## config.mk

```make
export PLATFORM = sky130hd
export DESIGN_NAME = udp_tx_scheduler
export DESIGN_NICKNAME = d
export VERILOG_FILES = /design/src/rtl/udp_tx_scheduler.sv
export SDC_FILE = /design/constraint.sdc
export NUM_CORES = 1
export LEC_CHECK = 0
export CORE_ASPECT_RATIO = 1.1
export CORE_MARGIN = 2
export CORE_UTILIZATION = 41
export DETAILED_ROUTE_END_ITERATION = 10
export PLACE_DENSITY = 0.89
export SETUP_SLACK_MARGIN = 0.3
export SLEW_MARGIN = 20
export SYNTH_ARGS = -nofsm -noshare
export SYNTH_HDL_FRONTEND = slang
export SYNTH_SLANG_ARGS = --single-unit
export TNS_END_PERCENT = 50
```

## constraint.sdc

```tcl
create_clock -name clk -period 8.2 [get_ports clk]
set_clock_uncertainty 0.15 [all_clocks]
set_input_delay 1.64 -clock clk [delete_from_list [all_inputs] [get_ports clk]]
set_output_delay 1.64 -clock clk [all_outputs]
set_load 0.01 [all_outputs]
```

## src/rtl/udp_tx_scheduler.sv

```systemverilog
// Round-robin scheduler that shares one UDP/IPv4/Ethernet TX frame builder
// among N_REQ payload sources. It latches the winner's length and port,
// starts the builder, steers payload pulls to the owner, and then holds off
// the next arbitration for the inter-frame gap.
module udp_tx_scheduler #(
    parameter int N_REQ       = 4,
    parameter int IFG_CYCLES  = 12,
    parameter int MAX_PAYLOAD = 1472
) (
    input  logic                clk,
    input  logic                rst_n,
    input  logic [N_REQ-1:0]    req_valid,
    input  logic [N_REQ*16-1:0] req_len,
    input  logic [N_REQ*16-1:0] req_dest_port,
    input  logic [N_REQ*8-1:0]  req_data,
    output logic [N_REQ-1:0]    req_grant,
    output logic [N_REQ-1:0]    req_rd,
    output logic [N_REQ-1:0]    req_done,
    output logic [N_REQ-1:0]    req_drop,
    output logic                tx_start,
    output logic [15:0]         tx_len,
    output logic [15:0]         tx_dest_port,
    input  logic                tx_busy,
    input  logic                tx_payload_req,
    output logic [7:0]          tx_payload_data,
    output logic                len_err
);

    localparam int IDX_W = $clog2(N_REQ);
    localparam int IFG_W = $clog2(IFG_CYCLES + 2);

    typedef enum logic [2:0] {
        ST_ARB,
        ST_START,
        ST_WAIT_BUSY,
        ST_SEND,
        ST_IFG
    } state_e;

    state_e             state_q;
    logic [IDX_W-1:0]   rr_q;
    logic [IDX_W-1:0]   win_q;
    logic [N_REQ-1:0]   grant_q;
    logic [N_REQ-1:0]   drop_q;
    logic [N_REQ-1:0]   done_q;
    logic               tx_start_q;
    logic               len_err_q;
    logic [15:0]        tx_len_q;
    logic [15:0]        tx_port_q;
    logic [15:0]        count_q;
    logic [15:0]        count_d;
    logic               over_q;
    logic [IFG_W-1:0]   ifg_q;

    logic               found;
    logic [IDX_W-1:0]   win_idx;
    logic [15:0]        win_len;
    logic [15:0]        win_port;
    logic               pull_ok;

    // Index following w, wrapping at N_REQ (N_REQ need not be a power of two).
    function automatic logic [IDX_W-1:0] next_idx(input logic [IDX_W-1:0] w);
        return (w == IDX_W'(N_REQ - 1)) ? '0 : w + 1'b1;
    endfunction

    // Rotating priority search starting at the round-robin pointer.
    always_comb begin
        // NOTE: every combinational output gets a default first so no path leaves it unassigned (no latch).
        found   = 1'b0;
        win_idx = '0;
        for (int k = 0; k < N_REQ; k++) begin
            int pos;
            pos = int'(rr_q) + k;
            if (pos >= N_REQ) pos = pos - N_REQ;
            if (!found && req_valid[pos[IDX_W-1:0]]) begin
                found   = 1'b1;
                win_idx = pos[IDX_W-1:0];
            end
        end
        win_len  = req_len[int'(win_idx)*16 +: 16];
        win_port = req_dest_port[int'(win_idx)*16 +: 16];
    end

    // Payload steering: strobe only in-range pulls, count all pulls (saturating).
    always_comb begin
        pull_ok         = tx_payload_req && (count_q < tx_len_q);
        req_rd          = (state_q == ST_SEND && pull_ok) ? grant_q : '0;
        count_d         = count_q;
        if (state_q == ST_SEND && tx_payload_req && count_q != 16'hFFFF)
            count_d = count_q + 16'd1;
        tx_payload_data = ((|grant_q) && !over_q) ? req_data[int'(win_q)*8 +: 8] : 8'h00;
    end

    // Scheduler FSM with registered handshake outputs.
    always_ff @(posedge clk or negedge rst_n) begin
        if (!rst_n) begin
            state_q    <= ST_ARB;
            rr_q       <= '0;
            win_q      <= '0;
            grant_q    <= '0;
            drop_q     <= '0;
            done_q     <= '0;
            tx_start_q <= 1'b0;
            len_err_q  <= 1'b0;
            tx_len_q   <= '0;
            tx_port_q  <= '0;
            count_q    <= '0;
            over_q     <= 1'b0;
            ifg_q      <= '0;
        end else begin
            // NOTE: state registers use non-blocking assignment so every read sees the pre-edge value.
            drop_q     <= '0;
            done_q     <= '0;
            tx_start_q <= 1'b0;
            len_err_q  <= 1'b0;
            over_q     <= 1'b0;
            unique case (state_q)
                ST_ARB: begin
                    if (found) begin
                        if (win_len == 16'd0 || win_len > 16'(MAX_PAYLOAD)) begin
                            drop_q[win_idx] <= 1'b1;
                            rr_q            <= next_idx(win_idx);
                        end else begin
                            win_q            <= win_idx;
                            grant_q          <= '0;
                            grant_q[win_idx] <= 1'b1;
                            tx_start_q       <= 1'b1;
                            tx_len_q         <= win_len;
                            tx_port_q        <= win_port;
                            state_q          <= ST_START;
                        end
                    end
                end
                ST_START: state_q <= ST_WAIT_BUSY;
                ST_WAIT_BUSY: begin
                    if (tx_busy) state_q <= ST_SEND;
                end
                ST_SEND: begin
                    count_q <= count_d;
                    over_q  <= tx_payload_req && !pull_ok;
                    if (!tx_busy) begin
                        done_q[win_q] <= 1'b1;
                        len_err_q     <= (count_d != tx_len_q);
                        rr_q          <= next_idx(win_q);
                        count_q       <= '0;
                        grant_q       <= '0;
                        over_q        <= 1'b0;
                        if (IFG_CYCLES > 0) begin
                            ifg_q   <= IFG_W'(IFG_CYCLES);
                            state_q <= ST_IFG;
                        end else begin
                            state_q <= ST_ARB;
                        end
                    end
                end
                ST_IFG: begin
                    if (ifg_q <= IFG_W'(1)) begin
                        ifg_q   <= '0;
                        state_q <= ST_ARB;
                    end else begin
                        ifg_q <= ifg_q - 1'b1;
                    end
                end
                default: state_q <= ST_ARB;
            endcase
        end
    end

    assign req_grant    = grant_q;
    assign req_drop     = drop_q;
    assign req_done     = done_q;
    assign tx_start     = tx_start_q;
    assign tx_len       = tx_len_q;
    assign tx_dest_port = tx_port_q;
    assign len_err      = len_err_q;

endmodule

```

# Word level (Yosys, flattened, before mapping)
# Index checks and enable logic that the tools add are counted.
# totals
regBits	74
in_bits	168
out_inout_bits	58
# classes
add_sub_neg	11
order_cmp	15
eq_ne	14
shift	3
mux	59
bitwise_logic	1
n_reduce_logical	27
# ops
op	n
64-bit by 7-bit variable part select with 16-bit output	2
4-bit 2-to-1 mux	11
16-bit 2-to-1 mux	2
32-bit by 6-bit variable part select with 8-bit output	1
2-bit 2-to-1 mux	13
2-bit by 3-bit < comparator with 1-bit output (second input constant)	6
1-bit 2-to-1 mux	17
16-bit by 1-bit adder with 16-bit output (second input constant)	1
16-bit by 11-bit greater-than comparator with 1-bit output (second input constant)	1
16-bit zero test	1
16-bit < comparator	1
16-bit inequality test	1
16-bit inequality test (second input constant)	1
4-bit case mux with 2 select lines	2
3-bit 2-to-1 mux	5
3-bit case mux with 5 select lines	1
2-bit inequality test (second input constant)	6
1-bit logical AND	11
3-bit greater-or-equal comparator (second input constant)	3
1-bit binary-select mux with 2-bit select	4
8-bit 2-to-1 mux	1
4-bit AND reduction	2
2-bit by 1-bit subtractor with 2-bit output (second input constant)	4
2-bit by 2-bit adder with 3-bit output (second input constant)	2
21 further kinds	31

# Logic depth before layout (Yosys ltp)
# logic_depth
ltp_word	21
mapped_depth	14

# Least setup slack after synthesis
# No wires, ideal clock.
# synth_timing
path_type	input to register
startpoint	in req_valid[1]
endpoint	reg tx_port_q[0], in the netlist tx_dest_port[0]
setup_time_ns	0.125
t_arrival_ns	4.177
slack_ns	3.748
stages	14
cell_sequence	nand2b_1 > o221ai_1 > and2_1 > buf_4 > inv_2 > buf_6 > buf_2 > a211oi_1 > o22ai_1 > nor4_1 > mux2_2 > nor3b_4 > buf_6 > mux2_4
# synth_between
elab_chain_cells	17
# synth_lines
item	line	source
start, declared	12	input logic [N_REQ-1:0] req_valid,
1-bit binary-select mux with 2-bit select	75	if (!found && req_valid[pos[IDX_W-1:0]]) begin
1-bit 2-to-1 mux (implied by the code)	75	
1-bit 2-to-1 mux	75	
1-bit zero test	75	
1-bit logical AND	75	
1-bit 2-to-1 mux	75	
1-bit zero test	75	
1-bit logical AND	75	
1-bit 2-to-1 mux	75	
1-bit zero test	75	
1-bit logical AND	75	
2-bit 2-to-1 mux	75	
64-bit by 7-bit variable part select with 16-bit output	80	win_len = req_len[int'(win_idx)*16 +: 16];
16-bit by 11-bit greater-than comparator with 1-bit output or 16-bit zero test (tied branches)	120	if (win_len == 16'd0 || win_len > 16'(MAX_PAYLOAD)) begin
1-bit logical OR	120	
1-bit inverter (no line)	--	
3-bit AND reduction (no line)	--	
end signal, assigned	129	tx_port_q <= win_port;
end, declared	49	logic [15:0] tx_port_q;
# Parallel ways exist; a longest one is shown, timed or not. The select of a mux whose other input is x is not followed.
# A chain may end at the register's enable or synchronous reset.

# Worst setup path after layout
# layout_timing
startpoint	in req_valid[0]
endpoint	reg tx_len_q[4], in the netlist tx_len[4]
# layout_between
elab_chain_cells	17
# layout_lines
item	line	source
1-bit binary-select mux with 2-bit select	75	
1-bit 2-to-1 mux (implied by the code)	75	
1-bit 2-to-1 mux	75	
1-bit zero test	75	
1-bit logical AND	75	
1-bit 2-to-1 mux	75	
1-bit zero test	75	
1-bit logical AND	75	
1-bit 2-to-1 mux	75	
1-bit zero test	75	
1-bit logical AND	75	
2-bit 2-to-1 mux	75	
64-bit by 7-bit variable part select with 16-bit output	80	
16-bit by 11-bit greater-than comparator with 1-bit output or 16-bit zero test (tied branches)	120	
1-bit logical OR	120	
1-bit inverter (no line)	--	
3-bit AND reduction (no line)	--	
end signal, assigned	128	tx_len_q <= win_len;
end, declared	48	logic [15:0] tx_len_q;
# Parallel ways exist; a longest one is shown, timed or not. The select of a mux whose other input is x is not followed.

==> impl_metrics.json <==
{
  "die_area_sq_um": 14310,
  "synth_fp_nets": 765,
  "slew_violations": 0,
  "std_cell_rows": 44,
  "reg2reg_from": "rr_q[0]",
  "required_ns": 8.27,
  "regArea_sq_um": 1852,
  "multi_input_area_sq_um": 3331,
  "area_growth_pct": 47.42,
  "yosys.area_share.xor_xnor": 0.05274,
  "synth_top_family_by_area": "multiplexers",
  "critical_path.max_fanout": 32,
  "cts_root_buffer": "clkbuf_16",
  "die_h_um": 125.3,
  "cts_hold_buf": 0,
  "crit_type": "in -> reg",
  "grt_pass1_vias": 5307,
  "yosys_warnings": 0,
  "grtUsageTotal": 0.2454,
  "period_minus_slack_ns": 6.197,
  "via_per_inst": 5.577,
  "synthTopCellsByArea": "dfrtp_1 (34%), mux2i_1 (7.7%), mux2_4 (6.0%), ha_1 (5.9%), a211oi_1 (4.4%)",
  "drcViolationCount": 0,
  "finalCritPeriodShare": 0.7557,
  "hold_violations": 0,
  "grt_start_max_net_pins": 75,
  "drv_cap": 0,
  "htree_levels": 3,
  "setup.worst_path.start_class": "input port",
  "cts_resized": 0,
  "place_hpwl_um": 13670,
  "nFillCells": 1058,
  "synthFlopType": "dfrtp_1",
  "hp-class": "reg -> reg",
  "drt_iter0_drc": 410,
  "synth-edff-count": 0,
  "port_buffers": 225,
  "drive_above_1_share": 0.08312,
  "die-width_um": 114.2,
  "post_cts_buffers": 0,
  "vias": 5265,
  "final-setup-viol-count": 0,
  "initial_core_util": 0.4183,
  "timing.setup.tns_ns": 0,
  "async_flop_share": 1.000,
  "powerDensity_nw_per_um2": 322.6,
  "synth_cells": 571,
  "cts_buffers": 9,
  "seq_area_frac_synth": 0.3379,
  "synth_top_area_frac": 0.3379,
  "holdWs_ns": 0.3698,
  "setup.worst_path.start": "req_valid[0]",
  "clockBufferDepth": 2,
  "synth_top_area_cell": "dfrtp_1",
  "crit_cells": 12,
  "relSlewSlack": 0.2673,
  "worst-path-buf-inv": 3,
  "synth.area.mux_share": 0.1781,
  "wirelength_um": 17390,
  "synth_fa_ha_area_frac": 0.05936,
  "clock-sinks": 74,
  "cts_tree": "done",
  "grt_pass1_wl_um": 27440,
  "r2r_slack_ns": 3.33,
  "first_pass_iters": 5,
  "critical_path.top_delay_family": "simple AND/OR/NAND/NOR gates",
  "worst_slew_pin_slew_ns": 1.085,
  "antenna_found_initial": 0,
  "layout.nets": 971,
  "insertion_delay_ns": 0.34,
  "ant_nets": 0,
  "place.gp.congestion": 0.8592,
  "syn_area_sq_um": 5480,
  "critPathMaxStageDelay_ns": 0.82,
  "crit_end": "tx_len[4]",
  "synth.distinct_cells": 61,
  "synth_compound_area_frac": 0.1443,
  "core_area_sq_um": 13100,
  "arrival_ns": 6.27,
  "synth-seq-cells": 74,
  "yosys.area_share.simple": 0.1719,
  "syn_avg_cell_area_sq_um": 9.598,
  "gr-total-overflow": 0,
  "endpoint_kind": "register",
  "slowest_stage": "nor3b_4",
  "status": "finished clean",
  "pin_count": 226,
  "r2r_cells": 11,
  "grt_setup_unrepaired": "no",
  "routedWlPerCell_um": 18.42,
  "p_leak_uw": 0.003422,
  "peakVddDrop_mv": 0.1488,
  "clk_pin_slew_ns": 0.06,
  "fmax_mhz": 161.4,
  "path_cells": "clkdlybuf4s50_1 > nand2b_1 > a21o_1 > and2_2 > buf_4 > mux2i_1 > mux2i_1 > nor4_1 > mux2_2 > nor3b_4 > buf_4 > mux2_4",
  "r2r_end": "tx_len[4]"
}
==> cells in the final DEF (no fill, tap or decap), types with 3 or more instances in the layout <==
| cell type | netlist | final |
|---|---|---|
| or2_2 | 3 | 3 |
| xnor2_1 | 23 | 23 |
| a21oi_1 | 24 | 24 |
| a31oi_1 | 4 | 4 |
| nand3_1 | 16 | 16 |
| buf_4 | 2 | 6 |
| nor3_1 | 11 | 11 |
| nor2b_1 | 9 | 9 |
| a21o_1 | 5 | 5 |
| mux4_2 | 8 | 8 |
| nor4_1 | 4 | 4 |
| clkbuf_16 | 0 | 9 |
| mux2_2 | 4 | 4 |
| inv_1 | 30 | 30 |
| o22ai_1 | 4 | 4 |
| a211oi_1 | 32 | 32 |
| mux2i_1 | 42 | 42 |
| mux2_4 | 22 | 22 |
| nor2_1 | 25 | 25 |
| o21ai_0 | 23 | 23 |
| and3_1 | 37 | 37 |
| xor2_1 | 10 | 10 |
| clkinvlp_4 | 0 | 3 |
| nand4_1 | 4 | 4 |
| ha_1 | 26 | 26 |
| or4_1 | 3 | 3 |
| and2_1 | 7 | 6 |
| nand2b_1 | 8 | 8 |
| nand2_1 | 41 | 41 |
| dfrtp_1 | 74 | 74 |
| clkdlybuf4s50_1 | 0 | 224 |
==> where the power goes <==
part	switching [uW]	internal (uW)	total, uW
sequential	199	510	710
combinational	728	791	1520
clock	168	209	378
==> state kept, by name, indices dropped and copies added (netlist names) <==
name and flops:
count_q 16, tx_len 16, over_q 1, req_done 4, rr_q 2, req_drop 4
len_err 1, win_q 2, req_grant 4, ifg_q 4, state_q 3, tx_start 1
tx_dest_port 16
==> metrics by stage <==
| step | total power (uW) | instances | area (sq um) | utilization | setup WS [ns] |
|---|---|---|---|---|---|
| after floorplan | 1654 | 571 | 5480 | - | 3.748 |
| after global placement | 2170 | 927 | 7791 | 0.5946 | 1.794 |
| after detailed placement | 2219 | 927 | 7791 | 0.5946 | 1.700 |
| after CTS | 2610 | 943 | 8077 | 0.6164 | 2.012 |
| after global routing | 2789 | 943 | 8077 | 0.6164 | 1.661 |
| final | 2607 | 944 | 8079 | 0.6166 | 2.003 |
==> metal layers <==
| layer | vias up | GRT usage | part of all wire | routed length (um) |
|---|---|---|---|---|
| met4 | 0 | 0.07461 | 0.017 | 300 |
| met5 | - | 0 | 0 | 0 |
| met3 | 28 | 0.04653 | 0.070 | 1218 |
| li1 | 2489 | - | - | - |
| met2 | 242 | 0.4261 | 0.51 | 8950 |
| met1 | 2506 | 0.3076 | 0.40 | 6916 |
==> final cells by class <==
cell class              count  area share
clock inverters             7    0.007434
inverters                  32     0.01487
multi-input cells         430      0.4123
repair buffers            230      0.2831
diodes                      1   0.0003097
clock buffers               9     0.02788
well taps                 161     0.02493
flip-flops and latches     74      0.2292
==> worst min-delay path by stage <==
stage                      from          endpoint  cells after the start
6_report        tx_dest_port[4]   tx_dest_port[4]                      1
5_1_grt         tx_dest_port[1]   tx_dest_port[1]                      1
2_1_floorplan        state_q[2]        state_q[1]                      1
3_3_place_gp   tx_dest_port[15]  tx_dest_port[15]                      1
4_1_cts              state_q[2]        state_q[1]                      1
3_5_place_dp         state_q[2]        state_q[1]                      1
==> synth_stat cells, types with 2 or more instances <==
cell type	n
dfrtp_1	74
mux2i_1	42
nand2_1	41
and3_1	37
a211oi_1	32
inv_1	30
ha_1	26
nor2_1	25
a21oi_1	24
o21ai_0	23
xnor2_1	23
mux2_4	22
clkbuf_1	21
nand3_1	16
nor3_1	11
xor2_1	10
nor2b_1	9
mux4_2	8
nand2b_1	8
and2_1	7
a21o_1	5
a31oi_1	4
buf_2	4
buf_6	4
mux2_2	4
nand4_1	4
nor4_1	4
o22ai_1	4
buf_1	3
or2_2	3
or4_1	3
a22o_1	2
a311oi_1	2
buf_4	2
inv_2	2
nor3b_1	2
o221ai_1	2
o2bb2ai_1	2
o311ai_0	2
o31ai_1	2
or3_1	2
==> cells by family after synthesis <==
logic type | count (synthesis)
simple gates | 178
compound gates | 117
mux | 76
flops | 74
buf+inv | 67
xor+xnor | 33
fa+ha+maj | 26
==> worst reg2reg max path: stages (launching register included) <==
cell	delay (ns)
dfrtp_1	0.42
nand2b_1	0.15
a21o_1	0.60
and2_2	0.28
buf_4	0.45
mux2i_1	0.25
mux2i_1	0.12
nor4_1	0.34
mux2_2	0.26
nor3b_4	0.82
buf_4	0.55
mux2_4	0.36
No activity file was read; power rests on OpenSTA's default activity.
